--- config.mk ---
export PLATFORM = sky130hd
export DESIGN_NAME = mc_ctrl_fsm
export DESIGN_NICKNAME = d
export VERILOG_FILES = /design/src/rtl/mc_ctrl_fsm.sv
export SDC_FILE = /design/constraint.sdc
export NUM_CORES = 1
export LEC_CHECK = 0
export ABC_AREA = 1
export BUFFER_PORTS_ARGS = -buffer_cell sky130_fd_sc_hd__buf_2
export CORE_MARGIN = 2
export CORE_UTILIZATION = 30
export DETAILED_ROUTE_END_ITERATION = 8
export HOLD_SLACK_MARGIN = 0.08
export PLACE_DENSITY = 0.53
export SYNTH_ARGS = -nofsm -noshare
export SYNTH_HDL_FRONTEND = slang
export SYNTH_SLANG_ARGS = --single-unit
--- constraint.sdc ---
create_clock -name clk -period 1.8 [get_ports clk]
set_clock_uncertainty 0.05 [all_clocks]
set_input_delay 0.45 -clock clk [delete_from_list [all_inputs] [get_ports clk]]
set_output_delay 0.45 -clock clk [all_outputs]
set_load 0.01 [all_outputs]
--- src/rtl/mc_ctrl_fsm.sv ---
// ---------------------------------------------------------------------------
// mc_ctrl_fsm
//   Multi-cycle control sequencer sitting in front of the ALU. It decodes the
//   instruction held in the instruction register and steps it through
//   FETCH / DECODE / EXEC / MEM / WB, driving the ALU controls and the
//   datapath write enables. It also keeps a count of retired instructions.
//
// Ports
//   clk, rst        rising-edge clock, asynchronous active-high reset
//   op, funct       instr[31:26] and instr[5:0], stable after FETCH
//   zero            ALU zero flag, used by beq in BRANCH
//   carry           ALU signed-overflow flag, used by addi in EXEC_I
//   less            ALU less flag, consumed by the writeback mux (not the FSM)
//   aluctr          00 add, 01 sub, 10 or
//   alusrc          0 register B, 1 extended immediate
//   addi            enables ALU overflow detection
//   ir_we, pc_we    instruction register / PC write enables
//   pc_src          00 PC+4, 01 branch target, 10 jump target
//   reg_we, reg_dst register-file write enable, 0 = rt / 1 = rd
//   wb_sel          00 ALU result, 01 memory data, 10 {31'b0, less}
//   mem_we          data-memory write enable
//   ovf, illegal    one-cycle pulses: addi overflow, undecodable instruction
//   halted          high while parked in HALT
//   instr_cnt       retired-instruction counter, wraps modulo 2^CNT_W
// ---------------------------------------------------------------------------
module mc_ctrl_fsm #(
  parameter int         CNT_W   = 16,
  parameter logic [5:0] HALT_OP = 6'h3f
) (
  input  logic             clk,
  input  logic             rst,
  input  logic [5:0]       op,
  input  logic [5:0]       funct,
  input  logic             zero,
  input  logic             carry,
  input  logic             less,
  output logic [1:0]       aluctr,
  output logic             alusrc,
  output logic             addi,
  output logic             ir_we,
  output logic             pc_we,
  output logic [1:0]       pc_src,
  output logic             reg_we,
  output logic             reg_dst,
  output logic [1:0]       wb_sel,
  output logic             mem_we,
  output logic             ovf,
  output logic             illegal,
  output logic             halted,
  output logic [CNT_W-1:0] instr_cnt
);

  typedef enum logic [3:0] {
    S_FETCH, S_DECODE, S_EXEC_R, S_EXEC_I, S_WB_R, S_WB_I, S_ADDR,
    S_MEM_RD, S_WB_MEM, S_MEM_WR, S_BRANCH, S_JUMP, S_HALT
  } state_t;

  typedef enum logic [3:0] {
    K_ADDU, K_SUBU, K_SLT, K_ORI, K_ADDI, K_LW, K_SW, K_BEQ, K_J,
    K_HALT, K_ILL
  } kind_t;

  localparam logic [5:0] OP_R    = 6'b000000;
  localparam logic [5:0] OP_ORI  = 6'b001101;
  localparam logic [5:0] OP_ADDI = 6'b001000;
  localparam logic [5:0] OP_LW   = 6'b100011;
  localparam logic [5:0] OP_SW   = 6'b101011;
  localparam logic [5:0] OP_BEQ  = 6'b000100;
  localparam logic [5:0] OP_J    = 6'b000010;
  localparam logic [5:0] F_ADDU  = 6'b100001;
  localparam logic [5:0] F_SUBU  = 6'b100011;
  localparam logic [5:0] F_SLT   = 6'b101010;

  state_t state, state_nxt;
  kind_t  dec_kind, kind;
  logic   retire;

  // The less flag only steers the writeback mux in the datapath; the
  // sequencer never branches on it, so it is sunk here on purpose.
  logic   less_unused;
  assign less_unused = less;

  // Instruction classifier. Used as-is in DECODE to pick the next state and
  // captured into 'kind' so later states do not depend on op/funct again.
  always_comb begin
    dec_kind = K_ILL;
    case (op)
      OP_R: begin
        case (funct)
          F_ADDU:  dec_kind = K_ADDU;
          F_SUBU:  dec_kind = K_SUBU;
          F_SLT:   dec_kind = K_SLT;
          default: dec_kind = K_ILL;
        endcase
      end
      OP_ORI:  dec_kind = K_ORI;
      OP_ADDI: dec_kind = K_ADDI;
      OP_LW:   dec_kind = K_LW;
      OP_SW:   dec_kind = K_SW;
      OP_BEQ:  dec_kind = K_BEQ;
      OP_J:    dec_kind = K_J;
      default: dec_kind = (op == HALT_OP) ? K_HALT : K_ILL;
    endcase
  end

  // State register, the latched instruction class and the retire counter.
  // Reset drops back to FETCH; an instruction in flight is simply abandoned.
  always_ff @(posedge clk or posedge rst) begin
    if (rst) begin
      state     <= S_FETCH;
      kind      <= K_ILL;
      instr_cnt <= '0;
    end else begin
      state <= state_nxt;
      if (state == S_DECODE)
        kind <= dec_kind;
      if (retire)
        instr_cnt <= instr_cnt + {{(CNT_W-1){1'b0}}, 1'b1};
    end
  end

  // Next-state and output decode. Outputs follow the registered state, with
  // three exceptions that must react in the same cycle: pc_we in BRANCH
  // follows zero, ovf in EXEC_I follows carry, and illegal in DECODE follows
  // the decode result. While reset is asserted every output is forced low so
  // nothing downstream sees FETCH enables during reset.
  always_comb begin
    state_nxt = state;
    aluctr    = 2'b00;
    alusrc    = 1'b0;
    addi      = 1'b0;
    ir_we     = 1'b0;
    pc_we     = 1'b0;
    pc_src    = 2'b00;
    reg_we    = 1'b0;
    reg_dst   = 1'b0;
    wb_sel    = 2'b00;
    mem_we    = 1'b0;
    ovf       = 1'b0;
    illegal   = 1'b0;
    halted    = 1'b0;
    retire    = 1'b0;

    case (state)
      S_FETCH: begin
        ir_we     = 1'b1;
        pc_we     = 1'b1;
        state_nxt = S_DECODE;
      end
      S_DECODE: begin
        case (dec_kind)
          K_ADDU, K_SUBU, K_SLT: state_nxt = S_EXEC_R;
          K_ORI, K_ADDI:         state_nxt = S_EXEC_I;
          K_LW, K_SW:            state_nxt = S_ADDR;
          K_BEQ:                 state_nxt = S_BRANCH;
          K_J:                   state_nxt = S_JUMP;
          K_HALT:                state_nxt = S_HALT;
          default: begin
            illegal   = 1'b1;
            state_nxt = S_FETCH;
          end
        endcase
      end
      S_EXEC_R: begin
        aluctr    = (kind == K_ADDU) ? 2'b00 : 2'b01;
        state_nxt = S_WB_R;
      end
      S_EXEC_I: begin
        alusrc = 1'b1;
        if (kind == K_ORI) begin
          aluctr    = 2'b10;
          state_nxt = S_WB_I;
        end else begin
          addi = 1'b1;
          if (carry) begin
            ovf       = 1'b1;
            state_nxt = S_FETCH;
          end else begin
            state_nxt = S_WB_I;
          end
        end
      end
      S_WB_R: begin
        // ALU operands stay put so the result is still valid at writeback.
        aluctr    = (kind == K_ADDU) ? 2'b00 : 2'b01;
        reg_we    = 1'b1;
        reg_dst   = 1'b1;
        wb_sel    = (kind == K_SLT) ? 2'b10 : 2'b00;
        retire    = 1'b1;
        state_nxt = S_FETCH;
      end
      S_WB_I: begin
        // Immediate operand held for the same reason as WB_R.
        alusrc    = 1'b1;
        aluctr    = (kind == K_ORI) ? 2'b10 : 2'b00;
        reg_we    = 1'b1;
        retire    = 1'b1;
        state_nxt = S_FETCH;
      end
      S_ADDR: begin
        alusrc    = 1'b1;
        state_nxt = (kind == K_LW) ? S_MEM_RD : S_MEM_WR;
      end
      S_MEM_RD: begin
        alusrc    = 1'b1;
        state_nxt = S_WB_MEM;
      end
      S_WB_MEM: begin
        reg_we    = 1'b1;
        wb_sel    = 2'b01;
        retire    = 1'b1;
        state_nxt = S_FETCH;
      end
      S_MEM_WR: begin
        // Address kept on the ALU output for the duration of the write.
        alusrc    = 1'b1;
        mem_we    = 1'b1;
        retire    = 1'b1;
        state_nxt = S_FETCH;
      end
      S_BRANCH: begin
        aluctr    = 2'b01;
        pc_src    = 2'b01;
        pc_we     = zero;
        retire    = 1'b1;
        state_nxt = S_FETCH;
      end
      S_JUMP: begin
        pc_src    = 2'b10;
        pc_we     = 1'b1;
        retire    = 1'b1;
        state_nxt = S_FETCH;
      end
      S_HALT: begin
        halted    = 1'b1;
        state_nxt = S_HALT;
      end
      default: state_nxt = S_FETCH;
    endcase

    if (rst) begin
      aluctr  = 2'b00;
      alusrc  = 1'b0;
      addi    = 1'b0;
      ir_we   = 1'b0;
      pc_we   = 1'b0;
      pc_src  = 2'b00;
      reg_we  = 1'b0;
      reg_dst = 1'b0;
      wb_sel  = 2'b00;
      mem_we  = 1'b0;
      ovf     = 1'b0;
      illegal = 1'b0;
      halted  = 1'b0;
    end
  end

endmodule

==> results of run 1 <==
==> power groups by stage <==
stage | combinational (mW) | clock (mW) | sequential, mW
after global routing | 1.08 | 0.503 | 0.825
after floorplan | 0.454 | 0 | 0.770
after detailed placement | 0.762 | 0 | 0.784
final | 0.972 | 0.468 | 0.801
after CTS | 0.950 | 0.491 | 0.802
after global placement | 0.755 | 0 | 0.780
==> per-stage QoR <==
stage	TNS, ns	area, um2	worst slack (ns)
CTS	-1.03	2700	-0.125
finish	-1.16	2790	-0.137
global placement	-0.223	2210	-0.223
detailed placement	-0.231	2210	-0.227
floorplan	-0.0808	1690	-0.0808
global route	-2.77	2790	-0.228
==> cells in the mapped netlist <==
cell,count
nand4_1,5
nand2_8,1
o21ai_0,3
nand2_4,2
nor2b_1,1
nor2_4,3
dfstp_2,2
nor4_1,1
nand3_1,24
inv_2,2
nor3b_1,1
nor3_2,2
dfrtp_1,22
o22ai_1,1
o21a_1,2
xor2_1,9
nand2_1,47
ha_1,1
clkbuf_1,1
nor2_2,3
nand2_2,1
a21oi_1,6
inv_4,1
a31oi_1,1
nor2_1,37
xnor2_1,4
a41oi_1,1
inv_1,36
nor3_1,10
nand3_2,4
a211o_1,1
==> flip-flops by register name, summed over array words and instances, names as in the netlist <==
signal / flops
kind: 4
instr_cnt: 16
state: 4
==> area by class of cell <==
cell class,instances,area [um2],area share (%)
clock buffers,3,41.3,1.48
well taps,72,90.1,3.23
flip-flops and latches,24,607,21.7
inverters,39,155,5.56
clock inverters,1,30.0,1.08
repair buffers,108,751,26.9
multi-input cells,171,1120,40.0
==> kinds of logic (layout without fill, tap and decap cells) <==
logic type	count (synthesis)	in the layout	share of synthesized area, %
AO/OA/AOI/OAI	15	15	5.39
XOR/XNOR	13	13	6.82
adder cells (fa/ha/maj)	1	1	0.749
buffers and inverters	40	151	9.14
flip-flops	24	24	36.1
AND/OR/NAND/NOR	142	142	41.8
==> worst max-delay path: stages <==
cell and delay [ns]:
buf_6 0.10, nor2_4 0.19, nand3_2 0.15, nand2_4 0.12, nor2_4 0.04, nand3_2 0.07, nand3_1 0.07, nand2_1 0.07
inv_1 0.03, buf_2 0.13
==> final timing paths <==
check | endpoint | startpoint | slack [ns]
setup reg to reg | instr_cnt[14] | state[2] | 0.22
max in group asynchronous | instr_cnt[1] | rst | 1.21
min in group clk | instr_cnt[15] | instr_cnt[15] | 0.43
setup / recovery | illegal | op[5] | -0.14
hold / removal | kind[2] | rst | 0.23
hold reg to reg | instr_cnt[15] | instr_cnt[15] | 0.43
==> repair_timing <==
action | 4_1_cts | 5_1_grt
endpoints found under the setup margin | 13 | 21
resized for setup | 65 | 21
buffers inserted | 32 | 3
hold buffers | 0 | 0
cloned | 0 | 0
pin swaps | 24 | 12
==> routing by layer <==
layer  GRT usage [%]  wire (um)  part of all wire (%)  up-vias
li1                -          -                     -      973
met1            21.0       2180                    45      879
met2            26.9       2430                    50       40
met3            1.49        178                   3.7        6
met4            4.56         48                  0.99        0
met5               0          0                     0        -
==> run summary, run 1 <==
The cell sitting at the root of the clock tree is a clkbuf_8. The maximum clock frequency is 516 MHz, and the share of cells above drive strength 1 is 55.2%. The TritonCTS sink count is 24, and the shortest period the worst path allows is 1.94 ns. The routability congestion estimate is 0.852, and the length in cells of the worst reg-to-reg path is 9.

Peak ir drop on the vdd network: 0.000379 V. For this run, the register share of the synthesized area comes to 36.1%. In this run the power density over the cells is 803 nW/um2. The synthesized netlist net count is 253. From left edge to right edge, the die measures 78.6 um.

Synthesis handed over a netlist of 235 instances. The class of the most critical setup path was primary input to primary output. The routed wire length was 4830 um. The global-route wire length before repair is 7920 um.

In the layout the commonest cells are 59 x buf_4, 39 x buf_2, 34 x nand2_1. The CTS clock-pin slew for the worst setup and hold paths came out at 0.08 ns. The logs give 0 for the remaining routing DRC violations and 2.24 mW for the overall power consumption. The number of antenna diodes in the final layout is 0. The analysis attributes to net switching a power of 0.847 mW. The placed wire-length estimate is 3390 um.

The biggest area consumer among synthesized cells was dfrtp_1. The core region is 5440 um2. For this run, the detailed router's first-pass iteration total came to 4.

The net count of the finished layout is 365, and the transition at the pin with the smallest max-transition slack is 0.341 ns. The area growth from synthesis to layout is 67.0%. Data on the critical path is required at its endpoint by 1.30 ns. The synthesized area per cell was 7.11 um2.

The run gives 1777 as the number of global-route vias before repair. Setup repair after global routing could not meet its margin everywhere. The worst setup margin was -0.137 ns; the clock share of power was 20.9%. The mean number of vias per cell was 4.54; the total number of vias was 1898. The run gives 17 as the maximum number of pins on one net before global-route repair.

The logs give 0.234 ns for the tightest hold margin and 3 for the clock buffer count from CTS. Setup violations remaining at the end of the flow were counted as 14. After filler insertion, the fill cell instance count of the layout stands at 524. Global routing used 15.7% of the available tracks. Measured against its own limit, the worst slew margin works out to 77.1%. The worst setup path is captured at a primary output. STA classifies the critical path startpoint as a primary input. The register bit count reported by yosys came out at 24. The checks that failed: setup timing.

The proportion of power drawn by combinational gates was 43.4%. Most common cell after layout, fill and taps aside: buf_4. After global routing the overflow that remains totals 0. The floorplan die height works out to 78.6 um. The detail route stage leaves a number of antenna-violating nets equal to 0. The number of warning messages in the yosys log was 0; the net switching share of the total power was 37.8%. Leaving out filler cells and counting taps, the final layout contains 418. The tools report the CTS H-tree depth as 1. The count of buffers added on input and output ports is 47. The initial utilization of the core area, before any placement, comes to 30.7%.

TritonCTS built the clock tree. Type of the most critical hold path: primary input to asynchronous set/reset pin. Internal power comes to 1.39 mW. The area share of the largest cell type after synthesis is 33.0%.

Max-cap violations in this run came to 0. The buffer depth of the longest clock path was 2. The floorplan has 27 rows.

Summed over all cells, the static leakage comes to 1.44 nW. The hold violation count in the final report was 0; the portion of the clock cycle consumed by the worst path in the final layout was 108%. Sorting the synthesized cells by area gives the leading types as dfrtp_1 33%, nand2_1 11%, nor2_1 8.3%. The total count of max-transition violations in the final report was 0. The routed wirelength normalized by instance count is 11.6 um, and the count of different cell masters after synthesis is 31.

For this block, the initial DRC count from the detailed router was 57. In this run the worst path has a maximum fanout of 6. STA puts the critical path data arrival time at 1.44 ns. The cell area that synthesis handed to floorplanning was 1670 um2.

Registers are responsible for 35.8% of the overall power. Number of cells after detailed placement: 379. The floorplan step defined a die boundary enclosing 6180 um2.

The tools report the number of antenna violations at the first check in global routing as 0. The run finished, with violations left. Clock latency on the worst-skew pair, taken at its later pin, is 0.27 ns. Pin placement for this block handled 49 I/O pins. The share of the core filled with cells in the final layout was 51.3%.
Power figures use the tool's default switching activity.
==> run 2, diff against run 1 <==
--- a/config.mk
+++ b/config.mk
@@ -7,7 +7,6 @@
 export LEC_CHECK = 0
 export ABC_AREA = 1
 export BUFFER_PORTS_ARGS = -buffer_cell sky130_fd_sc_hd__buf_2
-export CORE_MARGIN = 2
 export CORE_UTILIZATION = 30
 export DETAILED_ROUTE_END_ITERATION = 8
 export HOLD_SLACK_MARGIN = 0.08
==> run summary, run 2 (same netlist as run 1, synthesis figures left out) <==
Once the floorplan was initialized, standard cells occupied 31.9% of the core. The first global-routing pass estimated 6980 um of wire. Buffers inserted during clock tree synthesis total 3. The routed wire length is 4510 um. Class of the most critical setup path: register to primary output. The startpoint identified for the worst register-to-register timing path is state[3]. The worst endpoint data arrival time is 1.45 ns, and the switching power is 0.861 mW. The area of the die was 5870 um2.

The total count of max-transition violations in the final report is 0, and the number of DRC markers in iteration 0 is 67. The tools report the sort of element at the start of the critical path as a register. The hold violation count in the final report is 0, and the buffer depth of the longest clock path is 2.

Using the TritonRoute via totals, the vias-per-cell ratio works out to 4.51. Compared with the post-synthesis result, the final layout area differs by 55.9%. The count of antenna diodes in the layout is 0.

Based on the critical path, the design can be clocked at up to 512 MHz. The detail route stage leaves a number of antenna-violating nets equal to 0. The normalized max-slew margin was 79.3%. Pin placement for this block handled 49 I/O pins.

The cell family with the largest share of critical-path delay was flip-flops. More flip-flops sit in one register than any other, and that register is instr_cnt. Cell internal power was estimated by the tool at 1.36 mW. The master of the slowest instance on the critical path is dfrtp_2. In the final layout, the multi-input gates occupy 1140 um2. The tools report the total number of vias as 1774. The signal on the critical path passes through inv_2, nor2_4, nand2_2, inv_2, nand2_1, a21oi_2, nand2_1, inv_1, buf_2. Per report_power, the sequential group accounts for 35.8% of the total. The number of antenna violations at the first check in global routing was 0; the CTS clock-pin slew for the worst setup and hold paths was 0.09 ns. Setup violations remaining at the end of the flow were counted as 15.

The logs give 1565 for the number of global-route vias before repair and 24 for the TritonCTS sink count. After detailed placement, the design holds a cell count of 375. The horizontal die dimension came out at 76.6 um. The critical path starts at state[0]. TritonCTS built the clock tree. For this design the static power due to leakage is 1.31 nW.

After the flow finishes, the layout carries non-filler instances totaling 393. The floorplan has 26 rows. After the last flow step, the layout net total stands at 342.

The run finished, with violations left. Number of port buffers: 47. The tools report the total core area as 5240 um2. In this run switching power makes up 38.9% of total power. The checks that failed: setup timing. The floorplan die height was 76.6 um. Power spread over the standard cell area amounts to 851 nW/um2. For this run, the total global-route usage over all layers was measured as 14.7%. Combinational cells account for 42.3% of the total power. The tools report the max-cap check violation count as 0.

Setup repair after global routing could not meet its margin everywhere. The logs give 0 for the overall overflow remaining after global route and 0.000392 V for the peak ir drop on the vdd network. The tools report the routability congestion estimate as 0.777.

Count of fill cells added during filler insertion: 535. The number of detailed-routing iterations run before antenna repair came out at 4. After routing, the total negative slack on setup checks comes to -1.15 ns. For this run, the slowest stage of the critical path takes 0.46 ns. The critical path endpoint category was a primary output. The share of cells above drive strength 1 is 52.9%, and the required time of the critical path is 1.30 ns. Type of the most critical hold path: primary input to asynchronous set/reset pin. In this run the clock root is driven by a clkbuf_8. The footprint of the flip-flops and latches was 607 um2; the maximum number of pins on one net before global-route repair was 17. In the routed design, unresolved DRC markers number 0. The run gives -0.152 ns as the worst setup margin. Leaving out fill and tap cells, the most frequent cells in the layout are 44 x buf_2, 37 x buf_4, 34 x nand2_1. Transition at the pin with the smallest max-transition slack: 0.308 ns. Flip-flop count of the largest register, all copies and words added: 16.

The clock network accounts for 22.0% of the total power. Dividing the detail-routed wire length by the instance count gives 11.5 um. In this run the worst path has a maximum fanout of 5. Leaving out fill and tap cells, the most frequent cell in the layout is buf_2.

The smallest clock period supported by the final layout is computed as 1.95 ns. In the final layout, the registers with the most flip-flops are instr_cnt (16), kind (4), state (4). The placed wire-length estimate is 3210 um. The portion of the clock cycle consumed by the worst path in the final layout came out at 108%. The critical path contains buffers and inverters numbering 4 combined. The logs give 1 for the CTS H-tree depth and 0.27 ns for the latest clock arrival within the worst-skew pair.
==> run 2: cell count changes in the layout (fill, tap and decap cells not counted), moves of 2 or more <==
cell and change:
buf_6 -7, nor2_1 -2, buf_4 -22, nor2_2 +3, nand3_2 -2, buf_2 +5
==> run 2: worst paths after layout <==
kind / cells past startpoint / endpoint / slack (ns)
max in group asynchronous: 3 / state[0] / 0.94
min in group clk: 1 / instr_cnt[15] / 0.42
worst max-delay path: 9 / illegal / -0.15
worst max register to register: 8 / instr_cnt[14] / 0.26
worst min register to register: 1 / instr_cnt[15] / 0.42
worst min-delay path: 3 / state[1] / 0.24
==> run 2: stage by stage <==
step	power (mW)	setup slack [ns]	util, %	area [um2]	hold WS, ns
global route	2.36	-0.241	49.7	2600	0.245
CTS	2.11	-0.133	46.2	2420	0.244
global placement	1.53	-0.219	41.8	2190	0.339
floorplan	1.22	-0.0808	-	1690	0.301
finish	2.22	-0.152	49.7	2600	0.237
detailed placement	1.54	-0.221	41.8	2190	0.336
==> run 2: area by class of cell <==
class	count	area share (%)
clock buffers	3	1.59
clock inverters	1	1.15
inverters	39	5.96
multi-input cells	171	43.8
flip-flops and latches	24	23.3
well taps	70	3.36
repair buffers	85	20.8
==> run 2: worst reg2reg max path, delay by kind of cell, from the launching register on <==
family | cells | cell delay, ns
xor gates and xnor gates | 1 | 0.14
buffers and inverters | 1 | 0.14
DFF | 1 | 0.47
and+or+nand+nor | 6 | 0.64
==> run 2: power groups by stage <==
stage	clock (mW)	sequential, mW	combinational [mW]
floorplan	0	0.770	0.454
global placement	0	0.774	0.752
detailed placement	0	0.774	0.764
CTS	0.493	0.769	0.845
global route	0.512	0.815	1.03
finish	0.487	0.793	0.937
==> run 2: what timing repair did <==
item	in CTS	in global routing
gates resized for setup	32	50
hold endpoints to repair	1	0
setup buffers	8	5
hold buffers	1	0
endpoints found under the setup margin	14	18
pin swaps	12	19
==> run 2: metal layers <==
metal	global-route usage, %	vias to the layer above	part of all wire, %
li1	-	927	-
met1	20.2	802	48
met2	23.6	40	48
met3	2.04	5	3.2
met4	4.62	0	1.1
met5	0	-	0
==> run 3, diff against run 2 <==
--- a/config.mk
+++ b/config.mk
@@ -7,10 +7,10 @@
 export LEC_CHECK = 0
 export ABC_AREA = 1
 export BUFFER_PORTS_ARGS = -buffer_cell sky130_fd_sc_hd__buf_2
-export CORE_UTILIZATION = 30
+export CORE_UTILIZATION = 40
 export DETAILED_ROUTE_END_ITERATION = 8
 export HOLD_SLACK_MARGIN = 0.08
-export PLACE_DENSITY = 0.53
+export PLACE_DENSITY = 0.67
 export SYNTH_ARGS = -nofsm -noshare
 export SYNTH_HDL_FRONTEND = slang
 export SYNTH_SLANG_ARGS = --single-unit
==> run summary, run 3 (same netlist as run 1, synthesis figures left out) <==
In the routed layout, each cell is associated on average with a via count of 4.96. In this design, the stage delay of the slowest critical-path cell is 0.16 ns. The register with the most flip-flops in the layout has 16 of them. Required time of the critical path: 1.30 ns.

The most common cell after layout, fill and taps aside is buf_2. The count of antenna diodes in the layout is 0, and the total core area is 4000 um2. The net count of the finished layout was 337; the starting density of the core was 41.8%.

Setup repair after global routing could not meet its margin everywhere. The post-synthesis to final-layout area growth was 53.3%; the total of hold buffers inserted after clock tree synthesis was 0. The worst setup margin is -0.188 ns. For the peak ir drop on the vdd network, the log shows 0.000414 V. The share of cells above drive strength 1 was 51.9%. The number of routed nets with antenna violations was 0; the routed wire length was 4560 um. CTS placed an instance of clkbuf_8 at the clock tree root. The die is 66.6 um wide. The power density over the cells was 876 nW/um2.

The shortest period the worst path allows came out at 1.99 ns. STA classifies the critical path endpoint as a primary output. Clock-pin slew was measured on the worst setup and hold paths at 0.09 ns. The global routing stage identified its most utilized layer as met2. The checks that failed: setup timing. 49 I/O pins were placed.

The run finished, with violations left. Counting flops per register, the top entry is instr_cnt. After global routing the overflow that remains totals 0. Data arrives at the worst endpoint at 1.49 ns. The worst path uses 110% of the clock period. Max-cap violations in this run came to 0. At the pin with the least slew margin, the transition time is 0.310 ns.

TritonCTS built the clock tree. The filler cells instantiated in the layout total 354. The routability congestion estimate was 0.836. In the final layout, the registers with the most flip-flops are instr_cnt (16), kind (4), state (4).

After detailed routing, the average wire length per cell comes to 12.4 um. Share of the core filled with cells in the final layout: 64.0%. The master of the slowest instance on the critical path is nor2_1.

CTS saw 24 sinks. The number of port buffers works out to 47. The number of DRC markers in iteration 0 is 86. For this run, the detailed router's first-pass iteration total came to 4.

The first global-routing pass estimated 7080 um of wire. From bottom edge to top edge, the die measures 66.6 um. Of all nets on the critical path, the largest fanout is 3. Measured against its own limit, the worst slew margin works out to 79.2%. The worst hold path belongs to the class primary input to asynchronous set/reset pin.

The run gives 20.7% as the total routing usage reported by global routing. Counting stages on the worst path, the most repeated cell is nand3_2. The maximum clock frequency is 503 MHz, and the static leakage is 1.29 nW.

In the global route stage, met1 resource usage came out at 25.0%. The final-report setup violation count is 17, and the placement row count is 23. In the layout the commonest cells are 44 x buf_2, 34 x nand2_1, 31 x buf_4. The run gives 0 as the hold violation count in the final report. Summed over all failing endpoints, the final setup total negative slack is -1.49 ns.

For met3 alone, demand over resource in global routing was 4.45%. The number of antenna violations at the first check in global routing is 0. The CTS H-tree depth is 1.

Area of the die: 4440 um2. Clock latency on the worst-skew pair, taken at its later pin, is 0.27 ns. The HPWL after detailed placement is 3100 um. The number of clock buffers added by TritonCTS is 3. The sort of element at the start of the critical path was a primary input.

In the routed design, unresolved DRC markers number 0. The logs give 0 for the total count of max-transition violations in the final report and 16 for the maximum number of pins on one net before global-route repair. The completed layout was analyzed and its total power is 2.24 mW. Buffer depth of the longest clock path: 2. The routed layout has 1827 vias. Number of global-route vias before repair: 1664. The worst setup path is of the primary input to primary output kind. The critical path goes through buf_2, buf_4, nor2_1, nand3_2, inv_2, nor2_4, nand3_2, nand3_2, nand2_1, inv_1, buf_6. Global routing consumed, on the met2 layer, 35.9% of the routing resources.
run 3: changes by cell type in the layout (fill, tap and decap cells not counted), sizes merged:
cell / delta
buf: -5
clkbuf: +1
dlygate4sd3: -1
run 3: power by group:
group / switching [mW] / internal (mW) / total, mW
logic: 0.557 / 0.410 / 0.967
registers: 0.143 / 0.659 / 0.802
clock network: 0.176 / 0.298 / 0.474
run 3: layer usage:
| layer | up-vias | routed length, um | share of wire, % |
|---|---|---|---|
| met1 | 866 | 2030 | 44 |
| met2 | 42 | 2310 | 51 |
| met4 | 0 | 63 | 1.4 |
| met5 | - | 0 | 0 |
| li1 | 913 | - | - |
| met3 | 6 | 162 | 3.6 |
run 3: repair_timing:
item                       in CTS  in global routing
pin swaps                       9                 12
setup buffers                  11                  1
hold endpoints to repair        0                  0
gates cloned                    0                  0
setup endpoints to repair      13                 18
resized for setup              39                 40
run 3: path summary, 6_finish.rpt:
| check | start | end | slack, ns | depth (start not counted) |
|---|---|---|---|---|
| setup / recovery | op[1] | illegal | -0.19 | 11 |
| hold / removal | rst | instr_cnt[14] | 0.24 | 3 |
| setup reg to reg | state[1] | state[2] | -0.05 | 12 |
| hold reg to reg | instr_cnt[15] | instr_cnt[15] | 0.42 | 1 |
| max in group asynchronous | rst | kind[3] | 1.18 | 3 |
| min in group clk | instr_cnt[15] | instr_cnt[15] | 0.42 | 1 |
run 3: final cells by class:
cell class | count | area [um2] | share of cell area [%]
clock buffer | 3 | 41.3 | 1.61
sequential | 24 | 607 | 23.7
clock inverter | 1 | 30.0 | 1.17
tap | 50 | 62.6 | 2.44
multi-input combinational | 171 | 1160 | 45.4
inverter | 39 | 153 | 5.96
timing repair buffer | 80 | 505 | 19.7
run 3: through the flow:
stage	cell area (um2)	hold slack (ns)	setup WS (ns)	instances
global route	2560	0.250	-0.271	368
floorplan	1690	0.301	-0.0808	235
global placement	2150	0.408	-0.195	353
finish	2560	0.245	-0.188	368
CTS	2410	0.242	-0.122	368
detailed placement	2150	0.414	-0.204	353
run 3: critical path: cells and delay by family:
kind | cells | cell delay, ns
buffers and inverters | 5 | 0.51
and+or+nand+nor | 6 | 0.52
